$ cat src/rtl/cache_arbiter_pkg.sv
// Shared types and widths for the L1I/L1D-to-L2 cache arbiter.
// ADDR_W and LINE_W are shared with the L1 and L2 caches.
package cache_arbiter_pkg;

  localparam int unsigned ADDR_W = 32;
  localparam int unsigned LINE_W = 256;

  typedef enum logic [1:0] {
    IDLE,
    SERVE_I,
    SERVE_D
  } state_t;

  typedef enum logic {
    GRANT_I,
    GRANT_D
  } grant_t;

endpackage

$ cat src/rtl/cache_arbiter_control.sv
// Arbitration FSM: round-robin grant between I and D with no preemption.
// Emits one-cycle grant and clear strobes for the capture registers in the top.
module cache_arbiter_control
  import cache_arbiter_pkg::*;
(
  input  logic   clk,
  input  logic   rst,
  input  logic   i_req,
  input  logic   d_req,
  input  logic   l2_resp,
  output state_t state,
  output logic   grant_i_c,
  output logic   grant_d_c,
  output logic   clear_c
);

  state_t state_d;
  grant_t last_grant;
  grant_t last_grant_d;

  always_ff @(posedge clk or posedge rst) begin
    if (rst) begin
      state      <= IDLE;
      last_grant <= GRANT_I;
    end else begin
      state      <= state_d;
      last_grant <= last_grant_d;
    end
  end

  // On a tie, the side that did not win last time gets the grant
  always_comb begin
    state_d      = state;
    last_grant_d = last_grant;
    grant_i_c    = 1'b0;
    grant_d_c    = 1'b0;
    clear_c      = 1'b0;
    case (state)
      IDLE: begin
        if (i_req && (!d_req || (last_grant == GRANT_D))) begin
          state_d      = SERVE_I;
          last_grant_d = GRANT_I;
          grant_i_c    = 1'b1;
        end else if (d_req) begin
          state_d      = SERVE_D;
          last_grant_d = GRANT_D;
          grant_d_c    = 1'b1;
        end
      end
      SERVE_I, SERVE_D: begin
        if (l2_resp) begin
          state_d = IDLE;
          clear_c = 1'b1;
        end
      end
      default: state_d = IDLE;
    endcase
  end

endmodule

$ cat src/rtl/cache_arbiter.sv
// Two-port arbiter serialising L1I reads and L1D reads/writebacks onto one L2 port.
// Holds the downstream capture registers and routes responses back to the owner.
module cache_arbiter #(
  parameter int unsigned ADDR_W = cache_arbiter_pkg::ADDR_W,
  parameter int unsigned LINE_W = cache_arbiter_pkg::LINE_W
) (
  input  logic              clk,
  input  logic              rst,
  input  logic [ADDR_W-1:0] l1i_arbi_address,
  input  logic              l1i_arbi_read,
  output logic [LINE_W-1:0] l1i_arbi_rdata,
  output logic              l1i_arbi_resp,
  input  logic [ADDR_W-1:0] l1d_arbi_address,
  input  logic              l1d_arbi_read,
  input  logic              l1d_arbi_write,
  input  logic [LINE_W-1:0] l1d_arbi_wdata,
  output logic [LINE_W-1:0] l1d_arbi_rdata,
  output logic              l1d_arbi_resp,
  output logic [ADDR_W-1:0] arbi_l2_address,
  output logic              arbi_l2_read,
  output logic              arbi_l2_write,
  output logic [LINE_W-1:0] arbi_l2_wdata,
  input  logic [LINE_W-1:0] arbi_l2_rdata,
  input  logic              arbi_l2_resp
);

  cache_arbiter_pkg::state_t state;
  logic d_req;
  logic grant_i_c;
  logic grant_d_c;
  logic clear_c;

  assign d_req = l1d_arbi_read | l1d_arbi_write;

  cache_arbiter_control u_control (
    .clk       (clk),
    .rst       (rst),
    .i_req     (l1i_arbi_read),
    .d_req     (d_req),
    .l2_resp   (arbi_l2_resp),
    .state     (state),
    .grant_i_c (grant_i_c),
    .grant_d_c (grant_d_c),
    .clear_c   (clear_c)
  );

  // Downstream request registers; a D request with both strobes high is a write
  always_ff @(posedge clk or posedge rst) begin
    if (rst) begin
      arbi_l2_address <= '0;
      arbi_l2_read    <= 1'b0;
      arbi_l2_write   <= 1'b0;
      arbi_l2_wdata   <= '0;
    end else if (grant_i_c) begin
      arbi_l2_address <= l1i_arbi_address;
      arbi_l2_read    <= 1'b1;
      arbi_l2_write   <= 1'b0;
    end else if (grant_d_c) begin
      arbi_l2_address <= l1d_arbi_address;
      arbi_l2_read    <= l1d_arbi_read & ~l1d_arbi_write;
      arbi_l2_write   <= l1d_arbi_write;
      arbi_l2_wdata   <= l1d_arbi_wdata;
    end else if (clear_c) begin
      arbi_l2_read    <= 1'b0;
      arbi_l2_write   <= 1'b0;
    end
  end

  // Zero-latency response path; only the current owner sees resp
  assign l1i_arbi_resp  = arbi_l2_resp && (state == cache_arbiter_pkg::SERVE_I);
  assign l1d_arbi_resp  = arbi_l2_resp && (state == cache_arbiter_pkg::SERVE_D);
  assign l1i_arbi_rdata = arbi_l2_rdata;
  assign l1d_arbi_rdata = arbi_l2_rdata;

endmodule

$ cat config.mk
export PLATFORM = sky130hd
export DESIGN_NAME = cache_arbiter
export DESIGN_NICKNAME = d
export VERILOG_FILES = /design/src/rtl/cache_arbiter_pkg.sv /design/src/rtl/cache_arbiter_control.sv /design/src/rtl/cache_arbiter.sv
export SDC_FILE = /design/constraint.sdc
export NUM_CORES = 1
export LEC_CHECK = 0
export ABC_AREA = 1
export ABC_CLOCK_PERIOD_IN_PS = 11500
export BUFFER_PORTS_ARGS = -buffer_cell sky130_fd_sc_hd__buf_2
export CAP_MARGIN = 20
export CELL_PAD_IN_SITES_DETAIL_PLACEMENT = 1
export CELL_PAD_IN_SITES_GLOBAL_PLACEMENT = 2
export CORE_AREA = 5 5 532 534
export CTS_BUF_LIST = sky130_fd_sc_hd__clkbuf_4
export CTS_CLUSTER_SIZE = 28
export DETAILED_ROUTE_END_ITERATION = 10
export DIE_AREA = 0 0 537 539
export MAX_ROUTING_LAYER = met4
export PLACE_DENSITY_LB_ADDON = 0.3
export SLEW_MARGIN = 20
export SYNTH_ARGS = -nofsm -noshare
export SYNTH_HDL_FRONTEND = slang
export SYNTH_SLANG_ARGS = --single-unit
$ cat constraint.sdc
create_clock -name clk -period 11.5 [get_ports clk]
set_input_delay 3.45 -clock clk [delete_from_list [all_inputs] [get_ports clk]]
set_output_delay 3.45 -clock clk [all_outputs]
set_load 0.05 [all_outputs]
==> impl_metrics.ini, run 1 <==
[grt]
grt_pass1_vias = 14210
grt_antenna_before_repair = 151
grt_first_pass_wirelength_um = 168100
grt.overflow.total = 0
grt_max_degree = 201
grt.total_usage = 0.09380

[clock_network]
cts_resized = 0
clockRootBuffer = clkbuf_4
clock_path_buffers = 4
cts_made_buffers = 115
ctsHoldBuffers = 0
post_cts_buffers = 0
h-tree-depth = 3
clock_sinks = 293

[floorplan]
rows = 194
start_util = 0.05826
die_h_um = 539
io_pins = 1386
fp.dieW_um = 537

[placed_design]
placed_cell_area_sq_mm = 0.01977
dp_hpwl_um = 118200
portBuffers = 617
place_congestion = 0.7202
dp_slack_ps = 3562

[run_status]
error = [ERROR DRT-0255] Maze Route cannot find path of net arbi_l2_rdata[167] in worker of routeBox ( 483000 96600 ) ( 537000 144900 ).
haltStage = detailed routing (5_2_route)
status = did not finish

[logic_synthesis]
ys_seq_elements = 293
ys_warn_count = 0
synth_nets = 2558
synth.yosys.seq_area_share = 0.4528
synth_cells = 1973
synthDistinctLibCells = 18
synth_area_sq_mm = 0.01619
syn_area_per_cell_sq_um = 8.207
## routing by layer
layer	track usage
met5	-
met4	0.03857
met3	0.09825
met2	0.1312
met1	0.08198
## metrics by stage
step,util,cells
CTS,0.07614,5937
detailed placement,0.07112,5741
floorplan,-,1973
global route,0.07692,6024
global placement,0.07112,5741
## logic make-up after synthesis
group / count (synthesis) / share of synthesized area
buf+inv: 949 / 0.3511
simple gates: 464 / 0.1113
flops: 293 / 0.4528
compound gates: 264 / 0.08253
fa+ha+maj: 3 / 0.002318
## cell usage after synthesis
cell type	number	share of area
nor2_1	1	0.00023
o21ai_0	260	0.080
clkbuf_1	12	0.0028
inv_1	363	0.084
ha_1	3	0.0023
o21ai_4	1	0.0010
buf_2	34	0.011
o21ai_1	1	0.00031
a21oi_2	1	0.00054
dfrtp_1	293	0.45
nand2_1	426	0.099
a21oi_1	1	0.00031
inv_2	1	0.00023
nand3_4	1	0.0011
nand2_2	1	0.00039
nand3_1	35	0.011
buf_4	524	0.24
buf_6	15	0.010
==> run 2, diff against run 1 <==
- ABC_CLOCK_PERIOD_IN_PS: 11500 -> 15000
- CELL_PAD_IN_SITES_DETAIL_PLACEMENT: 1 -> unset
- CELL_PAD_IN_SITES_GLOBAL_PLACEMENT: 2 -> unset
- CORE_AREA: 5 5 532 534 -> 5 5 537 539
- CTS_BUF_LIST: sky130_fd_sc_hd__clkbuf_4 -> unset
- CTS_CLUSTER_SIZE: 28 -> unset
- DIE_AREA: 0 0 537 539 -> 0 0 542 544
- MAX_ROUTING_LAYER: met4 -> unset
- PLACE_DENSITY_LB_ADDON: 0.3 -> 0.15
- clock period: 11.5 -> 15 ns (I/O delays scaled with it)
==> impl_metrics.ini, run 2 <==
[run_status]
status = completed

[min_path]
hold_path_class = reg -> reg
hp-start = arbi_l2_read
worstHoldPathCells = 2
holdPathEnd = arbi_l2_read

[logic_synthesis]
synth_nets = 2558
ys_seq_elements = 293
ys_async_sr_fraction = 1.000
synth_ff_type = dfrtp_1
ys_warn_count = 0
synthDistinctLibCells = 18
synth_area_sq_mm = 0.01619
synth.cells.most_frequent = 524 x buf_4, 426 x nand2_1, 363 x inv_1, 293 x dfrtp_1, 260 x o21ai_0
synth.most_common_cell = buf_4
syn_area_per_cell_sq_um = 8.207
synth.yosys.seq_area_share = 0.4528
synth_edf_count = 0
synth.area.top_cells = dfrtp_1 45%, buf_4 24%, nand2_1 9.9%
yosysTopAreaCellShare = 0.4528
synth_cells = 1973
yosys.area.top_type = dfrtp_1

[clock_network]
h-tree-depth = 2
clk_pin_slew_worst_paths_ps = 50
cts_tree = done
clock_sinks = 293
ctsHoldBuffers = 0
cts_resized = 0
post_cts_buffers = 0
clkLatencyLatePin_ps = 670
clockRootBuffer = clkbuf_16
cts_made_buffers = 50
clock_path_buffers = 3

[layout]
drive_gt1_frac = 0.3363
top_regs = arbi_l2_wdata: 256 flops, arbi_l2_address: 32 flops, u_control.state: 2 flops
most-common-layout-cells = 617 x buf_2, 426 x nand2_1, 362 x inv_1
finish.utilization = 0.07588
final.fill_count = 33620
regMostFlops = arbi_l2_wdata
final_nets = 2654
final_area_sq_mm = 0.02151
layout_commonest_cell = buf_2
finalNonFillerCells = 5887
synthToLayoutAreaGrowth_pct = 32.85
largest_reg_flops = 256

[power]
total_power_mw = 5.493
power.leakage_nw = 10.54
p_clk_frac = 0.225
vdd_drop_max_uv = 87.07
p_seq_frac = 0.253
swShare = 0.5559
p_sw_mw = 3.054
combPwrFrac = 0.522
internal_power_mw = 2.439
powerDensity_mw_per_mm2 = 255.4

[floorplan]
core_sq_mm = 0.2835
start_util = 0.05712
io_pins = 1386
rows = 196
die-area_sq_mm = 0.2948
die_h_um = 544
fp.dieW_um = 542

[sta]
period_minus_slack_ps = 9875
setup_ws_ps = 5125
hold_viol = 0
maxSlewHeadroom = 0.3317
holdWs_ps = 470.0
rsz0062_at_grt = false
worst_pin_slew_ps = 1002
timing.final.crit_share = 0.6583
setup_violations = 0
fin_worst_skew_ps = 14.67
fin_setup_tns_ps = 0
fmax_mhz = 101.3
slew_violations = 0

[placed_design]
dp_hpwl_um = 118800
place_congestion = 0.7351
dpl.cell_count = 5779
dp_slack_ps = 4956
placed_cell_area_sq_mm = 0.01979
portBuffers = 617

[setup_path]
reg2regPathDepth = 8
rrSetupSlack_ps = 11680
r2r-end = arbi_l2_wdata[203]
cp.arrival_ps = 5370
crit_path_frequent_cell = buf_2
max_stage_delay_ps = 330
critPathKind = in -> out
r2r-start = u_control.last_grant
required_ps = 10500
cp_slowest_cell = buf_2
path_cells = buf_2 -> nand2_1 -> inv_1 -> buf_2
cp-start-kind = input pin
path_buf_inv = 3
critical_path.top_delay_family = buffers and inverters
end_kind = output port
crit_fanout = 4

[grt]
grt_first_pass_wirelength_um = 166400
grt.total_usage = 0.08904
grt_antenna_before_repair = 93
grt_max_degree = 118
grt_pass1_vias = 13160
grt.overflow.total = 0

[routing]
ant_nets = 0
wl_per_cell_um = 23.32
vias = 12690
vias_per_cell = 2.155
drtIter0Drc = 524
drcViolationCount = 0
firstDrtPassIters = 5
drt_wl_total_um = 137300

[run]
maxCapViolCount = 0
run 2: metal layers:
| metal | track usage | up-vias | part of all wire |
|---|---|---|---|
| met5 | 0.003084 | - | 0.0045 |
| met1 | 0.07611 | 5554 | 0.30 |
| li1 | - | 5567 | - |
| met2 | 0.1325 | 1200 | 0.42 |
| met4 | 0.03559 | 80 | 0.042 |
| met3 | 0.09787 | 287 | 0.24 |
run 2: kinds of logic after synthesis:
kind of cell,share of synthesized area
buffers and inverters,0.3511
AND/OR/NAND/NOR,0.1113
adder cells (fa/ha/maj),0.002318
AO/OA/AOI/OAI,0.08253
flip-flops,0.4528
run 2: worst max-delay path by stage:
stage,from,end,depth (start not counted)
6_report,arbi_l2_resp,l1i_arbi_resp,4
5_1_grt,arbi_l2_resp,l1i_arbi_resp,4
4_1_cts,arbi_l2_resp,l1i_arbi_resp,4
3_5_place_dp,arbi_l2_resp,l1i_arbi_resp,4
3_3_place_gp,arbi_l2_resp,l1i_arbi_resp,4
2_1_floorplan,rst,arbi_l2_address[0],1
run 2: area by class of cell:
class	count	area (sq um)	share of cell area
Antenna cell	20	50.05	0.002327
Clock buffer	75	1435	0.06672
Clock inverter	13	230.2	0.01070
Inverter	364	1374	0.06387
Multi-Input combinational cell	731	3188	0.1482
Sequential cell	293	7332	0.3409
Tap cell	3762	4707	0.2188
Timing Repair Buffer	629	3194	0.1485
run 2: power groups by stage:
stage	Clock [mW]	Combinational (mW)	Sequential [mW]
5_1_grt	1.34	3.09	1.44
6_report	1.24	2.87	1.39
3_3_place_gp	0	3.00	1.40
3_5_place_dp	0	2.99	1.40
4_1_cts	1.33	3.00	1.40
2_1_floorplan	0	1.02	2.70
run 2: tightest hold or removal path: stages, from the launching register on:
cell and delay, ps:
dfrtp_1 340, nand2_1 60, nand2_1 50
Note: power is estimated with default switching activity, not from simulation.
==> run 3, diff against run 2 <==
- ABC_CLOCK_PERIOD_IN_PS: 15000 -> 9100
- clock period: 15 -> 9.1 ns (I/O delays scaled with it)
==> impl_metrics.ini, run 3 (synthesis gave the netlist of run 2 again) <==
[routing]
drtIter0Drc = 617
firstDrtPassIters = 4
ant_nets = 0
vias = 12830
vias_per_cell = 2.174
drcViolationCount = 0
drt_wl_total_um = 138600
wl_per_cell_um = 23.49

[setup_path]
reg2regPathDepth = 7
rrSetupSlack_ps = 6370
cp.depth = 4
path_buf_inv = 3
required_ps = 6370
r2r-start = u_control.last_grant
crit_fanout = 4
path_cells = buf_2 -> nand2_1 -> inv_1 -> buf_2
cp_slowest_cell = buf_2
end_kind = output port
critPathKind = in -> out
critical_path.top_delay_family = buffers and inverters
cp.arrival_ps = 3650
r2r-end = arbi_l2_wdata[201]
cp-start-kind = input pin
max_stage_delay_ps = 330
startpoint = arbi_l2_resp
crit_path_frequent_cell = buf_2

[placed_design]
placed_cell_area_sq_mm = 0.01984
dp_hpwl_um = 119800
dpl.cell_count = 5782
portBuffers = 617
place_congestion = 0.7367

[grt]
grt.total_usage = 0.08998
grt_max_degree = 205
grt_first_pass_wirelength_um = 168100
grt_antenna_before_repair = 104
grt.overflow.total = 0
grt_pass1_vias = 13380

[floorplan]
core_sq_mm = 0.2835
start_util = 0.05712
io_pins = 1386
rows = 196
die_h_um = 544
die-area_sq_mm = 0.2948
fp.dieW_um = 542

[sta]
holdWs_ps = 473.7
setup_violations = 0
period_minus_slack_ps = 6383
fin_worst_skew_ps = 76.91
slew_violations = 0
fmax_mhz = 156.7
rsz0062_at_grt = false
worst_pin_slew_ps = 1000
fin_setup_tns_ps = 0
timing.final.crit_share = 0.7014
maxSlewHeadroom = 0.3333
hold_viol = 0

[clock_network]
clock_path_buffers = 3
clk_pin_slew_worst_paths_ps = 60
clock_sinks = 293
clkLatencyLatePin_ps = 710
ctsHoldBuffers = 0
cts_tree = done
cts_resized = 0
clockRootBuffer = clkbuf_16
post_cts_buffers = 0
h-tree-depth = 2
cts_made_buffers = 51

[power]
p_sw_mw = 5.026
power.leakage_nw = 10.60
powerDensity_mw_per_mm2 = 419.3
p_clk_frac = 0.231
internal_power_mw = 4.045
combPwrFrac = 0.519
vdd_drop_max_uv = 182.4
p_seq_frac = 0.250
swShare = 0.5541

[layout]
multi_input_area_sq_mm = 0.003188
regMostFlops = arbi_l2_wdata
final_nets = 2658
final.fill_count = 33660
largest_reg_flops = 256
layout_commonest_cell = buf_2
seqCellArea_sq_mm = 0.007332
most-common-layout-cells = 617 x buf_2, 426 x nand2_1, 362 x inv_1
finish.utilization = 0.07632
finalNonFillerCells = 5902
synthToLayoutAreaGrowth_pct = 33.62
final_area_sq_mm = 0.02164
drive_gt1_frac = 0.3428
top_regs = arbi_l2_wdata: 256 flops, arbi_l2_address: 32 flops, u_control.state: 2 flops

[run_status]
status = completed

[min_path]
hp-start = arbi_l2_address[12]
hold_path_class = reg -> reg
holdPathEnd = arbi_l2_address[12]
worstHoldPathCells = 2

[run]
maxCapViolCount = 0
-- run 3: worst max path at each step --
stage,to
after global placement,l1i_arbi_resp
after CTS,l1i_arbi_resp
after global routing,l1i_arbi_resp
final,l1i_arbi_resp
after detailed placement,l1i_arbi_resp
after floorplan,arbi_l2_address[0]
-- run 3: tightest hold or removal path: cells and delay by family, from the launching register on --
| kind | cells | cell delay, ps |
|---|---|---|
| flip-flops | 1 | 340 |
| AND/OR/NAND/NOR | 2 | 100 |
-- run 3: metal layers --
layer	track usage	wire length, um	share of wire
met1	0.07691	40560	0.29
met2	0.1306	56630	0.41
met3	0.1010	33950	0.24
met4	0.03927	6885	0.050
met5	0.004221	604	0.0044
-- run 3: power by group through the flow --
stage	registers, mW	clock network [mW]	logic [mW]
after global placement	2.29	0	4.92
after floorplan	4.46	0	1.69
after global routing	2.36	2.28	5.08
after detailed placement	2.29	0	4.91
final	2.27	2.10	4.70
after CTS	2.28	2.28	4.92
-- run 3: area by class of cell --
class / instances / share of cell area
Clock inverter: 23 / 0.01226
Inverter: 364 / 0.06332
Antenna cell: 28 / 0.003238
Tap cell: 3762 / 0.2176
Multi-Input combinational cell: 731 / 0.1474
Clock buffer: 69 / 0.06772
Sequential cell: 293 / 0.3389
Timing Repair Buffer: 632 / 0.1497
-- run 3: stage by stage --
step	setup WS (ps)	power [mW]
6_report	2717	9.071
3_3_place_gp	2590	7.210
3_5_place_dp	2574	7.202
2_1_floorplan	2481	6.145
5_1_grt	2546	9.723
4_1_cts	2574	9.478
